`config.mk`:
```
export PLATFORM = sky130hd
export DESIGN_NAME = regfile_2r1w_sb
export DESIGN_NICKNAME = d
export VERILOG_FILES = /design/src/rtl/regfile_pkg.sv /design/src/rtl/regfile_2r1w_sb_dec.sv /design/src/rtl/regfile_2r1w_sb.sv
export SDC_FILE = /design/constraint.sdc
export NUM_CORES = 1
export LEC_CHECK = 0
export ABC_AREA = 1
export CORE_MARGIN = 4
export CORE_UTILIZATION = 59
export CTS_BUF_LIST = sky130_fd_sc_hd__clkbuf_2
export CTS_CLUSTER_DIAMETER = 60
export DETAILED_ROUTE_END_ITERATION = 16
export GPL_TIMING_DRIVEN = 0
export PLACE_DENSITY = 0.85
export SYNTH_ARGS = -nofsm -noshare
export SYNTH_HDL_FRONTEND = slang
export SYNTH_HIERARCHICAL = 1
export SYNTH_SLANG_ARGS = --single-unit
```
`constraint.sdc`:
```
create_clock -name clk -period 4.45 [get_ports clk]
set_clock_uncertainty 0.05 [all_clocks]
set_input_delay 0.445 -clock clk [delete_from_list [all_inputs] [get_ports clk]]
set_output_delay 0.445 -clock clk [all_outputs]
set_load 0.03 [all_outputs]
```
`src/rtl/regfile_pkg.sv`:
```
// Shared defaults and index type for the 2-read/1-write register file family.
package regfile_pkg;

    localparam int REGFILE_DATA_W = 16;
    localparam int REGFILE_NREGS  = 8;

    typedef logic [$clog2(REGFILE_NREGS)-1:0] reg_idx_t;

endpackage

```
`src/rtl/regfile_2r1w_sb_dec.sv`:
```
// dec_onehot: binary index to one-hot select, N index bits -> 2^N select lines.
module dec_onehot #(
    parameter int N = 3
) (
    input  logic [N-1:0]      idx,
    output logic [2**N-1:0]   onehot
);

    always_comb begin
        onehot      = '0;
        onehot[idx] = 1'b1;
    end

endmodule

```
`src/rtl/regfile_2r1w_sb.sv`:
```
// NREGS x DATA_W register file: two combinational read ports, one clocked write port,
// per-register busy scoreboard. Define REGFILE_BYPASS_EN for write-to-read forwarding.
module regfile_2r1w_sb
    import regfile_pkg::*;
#(
    parameter  int DATA_W = REGFILE_DATA_W,
    parameter  int NREGS  = REGFILE_NREGS,
    localparam int ADDR_W = $clog2(NREGS)
) (
    input  logic              clk,
    input  logic              reset,
    input  logic [DATA_W-1:0] data_in,
    input  logic [ADDR_W-1:0] writenum,
    input  logic              write,
    input  logic [ADDR_W-1:0] readnum_a,
    input  logic [ADDR_W-1:0] readnum_b,
    output logic [DATA_W-1:0] data_out_a,
    output logic [DATA_W-1:0] data_out_b,
    input  logic              reserve,
    input  logic [ADDR_W-1:0] reservenum,
    output logic              busy_a,
    output logic              busy_b,
    output logic [NREGS-1:0]  busy_vec
);

    logic [DATA_W-1:0] regs [NREGS];
    logic [NREGS-1:0]  busy;
    logic [NREGS-1:0]  decOutWrite;
    logic [NREGS-1:0]  decOutRead_a;
    logic [NREGS-1:0]  decOutRead_b;
    logic [NREGS-1:0]  reserve_sel;
    logic [NREGS-1:0]  clear_sel;
    logic [DATA_W-1:0] rd_a;
    logic [DATA_W-1:0] rd_b;

    dec_onehot #(.N(ADDR_W)) u_dec_write (.idx(writenum),  .onehot(decOutWrite));
    dec_onehot #(.N(ADDR_W)) u_dec_rd_a  (.idx(readnum_a), .onehot(decOutRead_a));
    dec_onehot #(.N(ADDR_W)) u_dec_rd_b  (.idx(readnum_b), .onehot(decOutRead_b));

    always_ff @(posedge clk or posedge reset) begin
        if (reset) begin
            for (int unsigned i = 0; i < NREGS; i++) regs[i] <= '0;
        end else begin
            for (int unsigned i = 0; i < NREGS; i++)
                if (write && decOutWrite[i]) regs[i] <= data_in;
        end
    end

    assign reserve_sel = reserve ? (NREGS'(1) << reservenum) : '0;
    assign clear_sel   = write ? decOutWrite : '0;

    // Set is applied after clear so a same-index reserve keeps the bit busy.
    always_ff @(posedge clk or posedge reset) begin
        if (reset) busy <= '0;
        else       busy <= (busy & ~clear_sel) | reserve_sel;
    end

    always_comb begin
        rd_a = '0;
        rd_b = '0;
        for (int unsigned i = 0; i < NREGS; i++) begin
            if (decOutRead_a[i]) rd_a = rd_a | regs[i];
            if (decOutRead_b[i]) rd_b = rd_b | regs[i];
        end
    end

    always_comb begin
        data_out_a = rd_a;
        data_out_b = rd_b;
        busy_a     = |(busy & decOutRead_a);
        busy_b     = |(busy & decOutRead_b);
`ifdef REGFILE_BYPASS_EN
        if (write && !reset && (readnum_a == writenum)) begin
            data_out_a = data_in;
            busy_a     = 1'b0;
        end
        if (write && !reset && (readnum_b == writenum)) begin
            data_out_b = data_in;
            busy_b     = 1'b0;
        end
`endif
    end

    assign busy_vec = busy;

endmodule

```
; ---- Word-level counts from Yosys, hierarchy flattened
; Index checks and enable logic that the tools add are counted.
[word_totals]
romBits = 0
memories = 0
output_inout_bits = 42
input_bits = 32
reg_bits = 136
latch_bits = 0
ram_bits = 0
[op_classes]
bitwise = 19
order_cmp = 6
div_mod_pow = 0
mul = 0
n_shift = 1
n_eq_ne = 0
add_sub_neg = 0
muxes = 24
reduce_logical = 13
[op_table]
columns = operator, count
row1 = 16-bit 2-to-1 mux, 16
row2 = 16-bit OR, 14
row3 = 8-bit AND, 3
row4 = 8-bit 2-to-1 mux, 2
row5 = 8-bit OR reduction, 2
row6 = 3-bit by 4-bit less-than comparator with 1-bit output (second input constant), 3
row7 = 1-bit logical AND, 11
row8 = 1-bit demux with 3-bit select, 3
row9 = 3-bit by 1-bit greater-or-equal comparator with 1-bit output (second input constant), 3
row10 = 8-bit inverter, 1
row11 = 8-bit OR, 1
row12 = 1-bit by 3-bit << shifter with 8-bit output (first input constant), 1
row13 = 1-bit 2-to-1 mux, 3

; ---- Longest topological paths before layout
; Gate-level depths: netlist of the first run.
[depth]
ltp_word = 19
ltp_mapped = 9
mapped_depth_nobuf = 7

; ---- Cells and area by module
; The synthesis of the first run kept the hierarchy.
[modules_own_cells]
columns = module, instances, area_per_inst_um2, cells_per_inst, seq_area_each_um2
row1 = regfile_2r1w_sb, 1, 7270.7, 1017, 3403.3
row2 = dec_onehot, 3, 56.3, 15, 0.0

; ---- Least setup slack after synthesis of the first run
; No wires, ideal clock.
[synth_timing]
kind = input port to output port
startpoint = in readnum_b[2]
endpoint = out data_out_b[10]
t_required_ns = 3.955
path_slack_ns = 2.648
path_stages = 9
t_arrival_ns = 1.307
path_buffers = 2
path_cell_list = inv_1 > nand2_1 > nor2_1 > buf_2 > buf_2 > nand2_1 > nand2_1 > nor2_1 > nand2_1
[synth_lines]
columns = element, line_no
row1 = start: declaration, regfile_2r1w_sb.sv:16  ; input logic [ADDR_W-1:0] readnum_b,
row2 = 3-bit by 4-bit less-than comparator with 1-bit output (not written as such) or 3-bit by 1-bit greater-or-equal comparator with 1-bit output (tied branches), regfile_2r1w_sb_dec.sv:11  ; onehot[idx] = 1'b1;
row3 = 1-bit logical AND (not written as such), regfile_2r1w_sb_dec.sv:11
row4 = 1-bit 2-to-1 mux (not written as such), regfile_2r1w_sb_dec.sv:11
row5 = 1-bit demux with 3-bit select (*), -
row6 = via decOutRead_b[2], regfile_2r1w_sb.sv:30  ; logic [NREGS-1:0] decOutRead_b;
row7 = 16-bit 2-to-1 mux (*), regfile_2r1w_sb.sv:63  ; if (decOutRead_b[i]) rd_b = rd_b | regs[i];
row8 = 16-bit OR, regfile_2r1w_sb.sv:63
row9 = 16-bit 2-to-1 mux (*), regfile_2r1w_sb.sv:63
row10 = 16-bit OR, regfile_2r1w_sb.sv:63
row11 = 16-bit 2-to-1 mux (*), regfile_2r1w_sb.sv:63
row12 = 16-bit OR, regfile_2r1w_sb.sv:63
row13 = 16-bit 2-to-1 mux (*), regfile_2r1w_sb.sv:63
row14 = 16-bit OR, regfile_2r1w_sb.sv:63
row15 = 16-bit 2-to-1 mux (*), regfile_2r1w_sb.sv:63
row16 = 16-bit OR, regfile_2r1w_sb.sv:63
row17 = 16-bit 2-to-1 mux (*), regfile_2r1w_sb.sv:63
row18 = end: declaration, regfile_2r1w_sb.sv:18  ; output logic [DATA_W-1:0] data_out_b,
; Mark *: on every way through the listed nets, which the timed path passes. The rest lies on a longest branch.

; ---- Worst setup path after layout of the first run
[layout_timing]
startpoint = in readnum_b[0]
endpoint = out data_out_b[8]
[layout_lines]
columns = element, line_no
row1 = 3-bit by 4-bit less-than comparator with 1-bit output (not written as such) or 3-bit by 1-bit greater-or-equal comparator with 1-bit output (tied branches), regfile_2r1w_sb_dec.sv:11
row2 = 1-bit logical AND (not written as such), regfile_2r1w_sb_dec.sv:11
row3 = 1-bit 2-to-1 mux (not written as such), regfile_2r1w_sb_dec.sv:11
row4 = 1-bit demux with 3-bit select (*), -
row5 = via decOutRead_b[1], regfile_2r1w_sb.sv:30
row6 = 16-bit 2-to-1 mux (*), regfile_2r1w_sb.sv:63
row7 = 16-bit OR, regfile_2r1w_sb.sv:63
row8 = 16-bit 2-to-1 mux (*), regfile_2r1w_sb.sv:63
row9 = [2 not listed], -
row10 = 16-bit OR, regfile_2r1w_sb.sv:63
row11 = 16-bit 2-to-1 mux (*), regfile_2r1w_sb.sv:63
row12 = 16-bit OR, regfile_2r1w_sb.sv:63
row13 = 16-bit 2-to-1 mux (*), regfile_2r1w_sb.sv:63
row14 = 16-bit OR, regfile_2r1w_sb.sv:63
row15 = 16-bit 2-to-1 mux (*), regfile_2r1w_sb.sv:63
row16 = 16-bit OR, regfile_2r1w_sb.sv:63
row17 = 16-bit 2-to-1 mux (*), regfile_2r1w_sb.sv:63
; Marks and branches as above.

==> results.md, run 1 <==
- WL/cell: 16.4 µm
- Worst-path clk slew: 0.21 ns
- Max Cap Viol: 0
- Post-synthesis sequential element count: between 100 and 150
- Cell family with most CP delay: buffers and inverters
- Cell variety after synth: 13
- Post-Route Hold Slack: -0.0221 ns
- RSZ-0062 raised after global routing: no
- Prevailing post-synth register cell: dfrtp_1
- Area growth, synth to finish: 16.9%
- Largest net degree at the start of global routing: between 80 and 90
- Fin. Hold Viols: 9
- Top-area cell type share of the netlist area: between 40% and 50%
- Number of enable flip-flop cells after synthesis: 0
- Reg-to-Reg Start: busy_vec[3]
- Root cell of the clock tree: clkbuf_2
- Dpl hpwl: 15.8 mm
- Min Tclk post-route: 3.20 ns
- Largest cells by area after synthesis: dfrtp_1 (46%), nand2_1 (31%), o21ai_1 (7.3%)
- Hold WC Path Type: input pin to asynchronous set/reset pin
- R2r setup slk: roughly 3.7 ns
- Final ANT Viol Nets: 0
- Number of CTS-inserted buffers: 17
- Max IR drop VDD: between 0.3 and 0.4 mV
- Area leader, netlist: dfrtp_1
- Die Ht: about 120 µm
- Failing checks: hold timing
- CP startpoint: readnum_b[0]
- Crit Path Max Fanout: 10
- First-pass GRT wire length: 35.1 mm
- Crit path kind: input pin to primary output
- Seq/Total Area, Yosys: a little under half
- Initial antenna violation count: 2
- Clk sink count: 136
- Max Transition Viols Final: 0
- Total GRT Usage: between 30% and 40%
- Die X: roughly 120 µm
- FMAX: about 310 MHz
- CP Data Required Time: 3.95 ns
- Fraction of layout cells with a size suffix above 1: 10.2%
- Worst Path Buf+Inv: 5
- Status: complete, but fails checks
- Worst EP arrival: 2.71 ns
- Crit-path most repeated cell: nand2_1
- Starting Density: 61.2%
- Via count: ~7300
- Syn_nets: approximately 1100
- Slew margin rel.: 62.8%
- Leak pwr: 4.77 nW
- Top cells by count, synth: nand2_1 (605), dfrtp_1 (136), o21ai_1 (109)
- Area post-placement: 0.00840 mm²
- Share of flip-flops with an asynchronous set or reset: 100%
- Synth warn: 6
- Remaining routing DRC violations: 0
- CP max stage cell: clkdlybuf4s50_1
- Global placement routability congestion: 0.907
- TNS Setup: 0 ns
- CTS tree: done
- Synth Instances: 1062
- Core Box Area: 0.0122 mm²
- CTS resizes: 0
- Vias in the first global route: 6778
- Iter 0 DRT Violations: approximately 1100
- # port buffers: 72
- Period utilization: 72.0%
- CTS Hold Bufs: 0
- Nets: 1186
- Worst setup EP type: primary output
- Power density over the cells: 400 mW/mm²
- Via-per-instance ratio: 5.46
- Gr ovfl total: 0
- Startpoint Class: input pin
- Clk_lat worst skew: 0.75 ns
- IO Pins: 74
- FF-to-FF path depth: 2
- Finished Cell Area: 0.00870 mm²
- Synth Area per Inst: 7.01 µm²
- DRT Pass-1 Iters: 6
- Final setup fails: 0
- Max clock buf depth: 2
- Drt total wl: 21.9 mm
- Htree depth: 4
- Critical path cell sequence: clkdlybuf4s50_1, inv_2, nor2_1, buf_4, buf_2, nand2_1, nand2_1, nor2_1, nand2_1, clkdlybuf4s50_1
- Worst flop-to-flop path endpoint: busy_vec[3]
- Slowest cell delay on critical path: a little under 0.7 ns
- Post CTS Setup Buffer Count: 0
- Count leader, synth: nand2_1
- Measured slew at the worst slew-check pin: between 0.5 and 0.6 ns
- Row count: 40
- Util after Layout: roughly 70%
- Die area: 0.0145 mm²
- Post-Syn Area: 0.00744 mm²
logic make-up (layout without fill, tap and decap cells):
family,count (synthesis),count (layout),share of synthesized area (%)
AND/OR/NAND/NOR,710,710,36.6
flip-flops,136,136,45.7
AO/OA/AOI/OAI,129,129,9.69
buffers and inverters,87,192,7.92
other,0,1,0
routing by layer:
layer  GRT usage [%]  vias to the layer above  wire [µm]
met3            7.11                       56       2270
met2            49.4                      388      10100
met4            9.92                        2        464
li1                -                     3462          -
met5               0                        -          7
met1            43.8                     3391       9080
where the power goes:
part | total (mW) | switching, mW | internal, mW | leakage, nW
logic | 0.922 | 0.556 | 0.366 | 2.90
clock network | 0.893 | 0.476 | 0.417 | 0.162
registers | 1.67 | 0.199 | 1.47 | 1.70
worst max path at each step:
stage,to,slack [ns],depth (start not counted)
floorplan,busy_vec[0],0.32,1
global placement,regs[117],-1.51,2
detailed placement,data_out_b[15],1.30,10
CTS,data_out_b[8],1.29,10
global route,data_out_a[7],1.14,10
finish,data_out_b[8],1.25,10
cells in the final DEF, fill, tap and decap left out, drive strengths merged:
cell	n
nand2	613
dfrtp	136
o21ai	129
nor2	96
clkdlybuf4s50	72
buf	56
inv	30
clkbuf	19
clkinv	7
bufinv	5
clkinvlp	3
diode	1
nand3	1
stage by stage:
step	power [mW]	cells	hold slack, ns	worst slack [ns]
2_1_floorplan	2.23	1062	0.427	0.316
3_5_place_dp	2.59	1303	0.447	1.30
3_3_place_gp	2.56	1302	0.440	-1.51
6_report	3.48	1336	-0.0221	1.25
4_1_cts	3.46	1335	0.0244	1.29
5_1_grt	3.65	1336	0.0181	1.14
registers in the layout (all words and copies together), names as in the netlist:
name      flops
busy_vec      8
regs        128
cell type report:
| type | instances | area (µm²) |
|---|---|---|
| Clock buffer | 17 | 85.1 |
| Antenna cell | 1 | 2.50 |
| Inverter | 30 | 118 |
| Timing Repair Buffer | 73 | 748 |
| Sequential cell | 136 | 3400 |
| Fill cell | 1077 | 3460 |
| Multi-Input combinational cell | 839 | 3450 |
| Tap cell | 168 | 210 |
| Buffer | 57 | 477 |
| Clock inverter | 15 | 208 |
No activity file was read; power rests on OpenSTA's default activity.
==> run 2: changes to the inputs <==
--- a/config.mk
+++ b/config.mk
@@ -7,12 +7,12 @@
 export LEC_CHECK = 0
 export ABC_AREA = 1
 export CORE_MARGIN = 4
-export CORE_UTILIZATION = 59
+export CORE_UTILIZATION = 54
 export CTS_BUF_LIST = sky130_fd_sc_hd__clkbuf_2
 export CTS_CLUSTER_DIAMETER = 60
 export DETAILED_ROUTE_END_ITERATION = 16
 export GPL_TIMING_DRIVEN = 0
-export PLACE_DENSITY = 0.85
+export PLACE_DENSITY = 0.82
 export SYNTH_ARGS = -nofsm -noshare
 export SYNTH_HDL_FRONTEND = slang
 export SYNTH_HIERARCHICAL = 1
==> constraint.sdc (replaced) <==
create_clock -name clk -period 2.75 [get_ports clk]
set_clock_uncertainty 0.05 [all_clocks]
set_input_delay 0.275 -clock clk [delete_from_list [all_inputs] [get_ports clk]]
set_output_delay 0.275 -clock clk [all_outputs]
set_load 0.03 [all_outputs]
==> results.md, run 2 (synthesized netlist as in run 1, its figures left out) <==
- Area growth, synth to finish: 16.0%
- Initial antenna violation count: 1 (-1)
- GRT busiest layer: met2
- Remaining routing DRC violations: 0 (unchanged)
- Gr ovfl total: 0 (unchanged)
- Die area: 0.0157 mm² (+8.6%)
- Worst setup EP type: primary output
- Htree depth: 4 (unchanged)
- Period utilization: 97.3%
- Root cell of the clock tree: clkbuf_2
- GRT met3 Usage: 5.20% (-1.9 points)
- Max clock buf depth: 2 (unchanged)
- Fillcell total: 1228 (+14%)
- Leak pwr: 4.83 nW (+1.4%)
- Largest net degree at the start of global routing: 40 (-55%)
- Critical path cell sequence: clkdlybuf4s50_1, inv_2, nor2_1, buf_2, nand2_1, nand2_1, nor2_1, nand2_1, clkdlybuf4s50_1
- Most frequent cells in the layout: nand2_1 (605), dfrtp_1 (136), o21ai_1 (109)
- Multi-input logic area: 0.00345 mm² (unchanged)
- Number of CTS-inserted buffers: 17 (unchanged)
- Worst EP arrival: 2.35 ns (-0.36 ns)
- Largest Register: regs
- Post CTS Setup Buffer Count: 0 (unchanged)
- Hold WC Path Type: input pin to register
- Die Ht: 125 µm (+4.2%)
- Max Transition Viols Final: 0 (unchanged)
- Die X: 125 µm (+4.2%)
- Max IR drop VDD: 0.286 mV (-12%)
- Final setup fails: 0 (unchanged)
- Commonest non-fill, non-tap cell in the layout: nand2_1
- Measured slew at the worst slew-check pin: 0.828 ns (+0.271 ns)
- Min Tclk post-route: 2.68 ns
- Crit-path most repeated cell: nand2_1
- Met1 Use GR: 38.7% (-5.1 points)
- Worst-path clk slew: 0.19 ns (-0.02 ns)
- RSZ-0062 raised after global routing: no
- Total GRT Usage: 27.7% (-3.8 points)
- Clk sink count: 136 (unchanged)
- CP max stage cell: clkdlybuf4s50_1
- Fin. Hold Viols: 0 (-9)
- Iter 0 DRT Violations: 898 (-16%)
- Post-Route Hold Slack: 0.0764 ns (+0.0984 ns)
- Slowest cell delay on critical path: 0.68 ns (about the same)
- Crit Path Max Fanout: 8 (-2)
- Power density over the cells: 598 mW/mm² (+50%)
- # port buffers: 72 (unchanged)
- Met2 global-route usage: 43.6% (-5.8 points)
- Via-per-instance ratio: 5.31 (-2.9%)
- IO Pins: 74 (unchanged)
- Starting Density: 55.7% (-5.4 points)
- Reg area: 0.00340 mm² (unchanged)
- Fin worst setup slack: 0.0735 ns (-1.17 ns)
- Max reg flops: 128 (unchanged)
- Nets: 1190 (+0.34%)
- Slew margin rel.: 44.7% (-18 points)
- Cell family with most CP delay: buffers and inverters
- Crit path kind: input pin to primary output
- Fraction of layout cells with a size suffix above 1: 10.2% (-0.026 points)
- Startpoint Class: input pin
- Max Cap Viol: 0 (unchanged)
- Final ANT Viol Nets: 0 (unchanged)
- Clk_lat worst skew: 0.72 ns (-0.03 ns)
- DRT Pass-1 Iters: 6 (unchanged)
- Row count: 42 (+5.0%)
- Worst Path Buf+Inv: 4 (-1)
- Core Box Area: 0.0133 mm² (+9.8%)
- CP Data Required Time: 2.42 ns (-1.53 ns)
- WL/cell: 16.0 µm (-2.4%)
- First-pass GRT wire length: 34.4 mm (-2.0%)
- Drt total wl: 21.6 mm (-1.6%)
- Status: completed
- Via count: 7149 (-2.1%)
- Global placement routability congestion: 0.898 (-1.0%)
- Vias in the first global route: 6473 (-4.5%)
- DP Worst Slack: -0.0761 ns (-1.37 ns)
- CTS tree: done
- Dpl hpwl: 16.1 mm (+2.0%)
- FMAX: between 300 and 400 MHz
## run 2: timing repair
item                       CTS  global route
pin swaps                    0             0
hold endpoints to repair   162             0
setup endpoints to repair   21             2
hold buffers                 2             0
gates resized for setup     21             2
## run 2: final cells by class
type                            instances  share of cell area [%]
Multi-Input combinational cell        839                    40.0
Sequential cell                       136                    39.4
Timing Repair Buffer                   77                    9.04
Buffer                                 57                    5.53
Tap cell                              176                    2.55
Inverter                               30                    1.35
Clock buffer                           19                    1.10
Clock inverter                         12                    1.00
Antenna cell                            1                  0.0290
## run 2: path summary, 6_finish.rpt
kind / cells after the start / from / slack, ns / end
worst max-delay path: 9 / readnum_a[0] / 0.07 / data_out_a[0]
worst min-delay path: 3 / reservenum[2] / 0.08 / busy_vec[7]
worst max register to register: 2 / busy_vec[2] / 1.96 / busy_vec[2]
worst min register to register: 2 / regs[12] / 0.48 / regs[12]
max in group asynchronous: 5 / reset / 1.17 / regs[47]
min in group asynchronous: 3 / reset / 0.53 / regs[92]
## run 2: report_power, final
group / switching (mW) / leakage (nW) / internal [mW]
Sequential: 0.319 / 1.70 / 2.37
Combinational: 0.893 / 3.01 / 0.551
Clock: 0.716 / 0.123 / 0.309
## run 2: worst min-delay path: stages
cell and delay (ns):
clkdlybuf4s50_1 0.42, nand2_1 0.08, o21ai_1 0.07
## run 2: layer usage
metal,up-vias,share of wire (%)
li1,3461,-
met1,3351,43
met2,299,47
met3,38,8.3
met4,0,1.9
met5,-,0
## run 2: metrics by stage
step / power, mW / area [µm²] / setup TNS [ns] / util, % / cells
finish: 5.16 / 8630 / 0 / 64.6 / 1347
global route: 5.45 / 8630 / 0 / 64.6 / 1347
CTS: 5.15 / 8620 / 0 / 64.6 / 1346
detailed placement: 4.20 / 8440 / -0.563 / 63.3 / 1313
global placement: 4.15 / 8380 / -68.46 / 62.8 / 1310
floorplan: 3.60 / 7440 / 0 / - / 1062
==> run 3: changes to the inputs <==
--- a/config.mk
+++ b/config.mk
@@ -10,6 +10,7 @@
 export CORE_UTILIZATION = 54
 export CTS_BUF_LIST = sky130_fd_sc_hd__clkbuf_2
 export CTS_CLUSTER_DIAMETER = 60
+export CTS_CLUSTER_SIZE = 25
 export DETAILED_ROUTE_END_ITERATION = 16
 export GPL_TIMING_DRIVEN = 0
 export PLACE_DENSITY = 0.82
==> results of run 3 <==
Same layout as run 2: the final DEF is identical, and so are final timing and power.
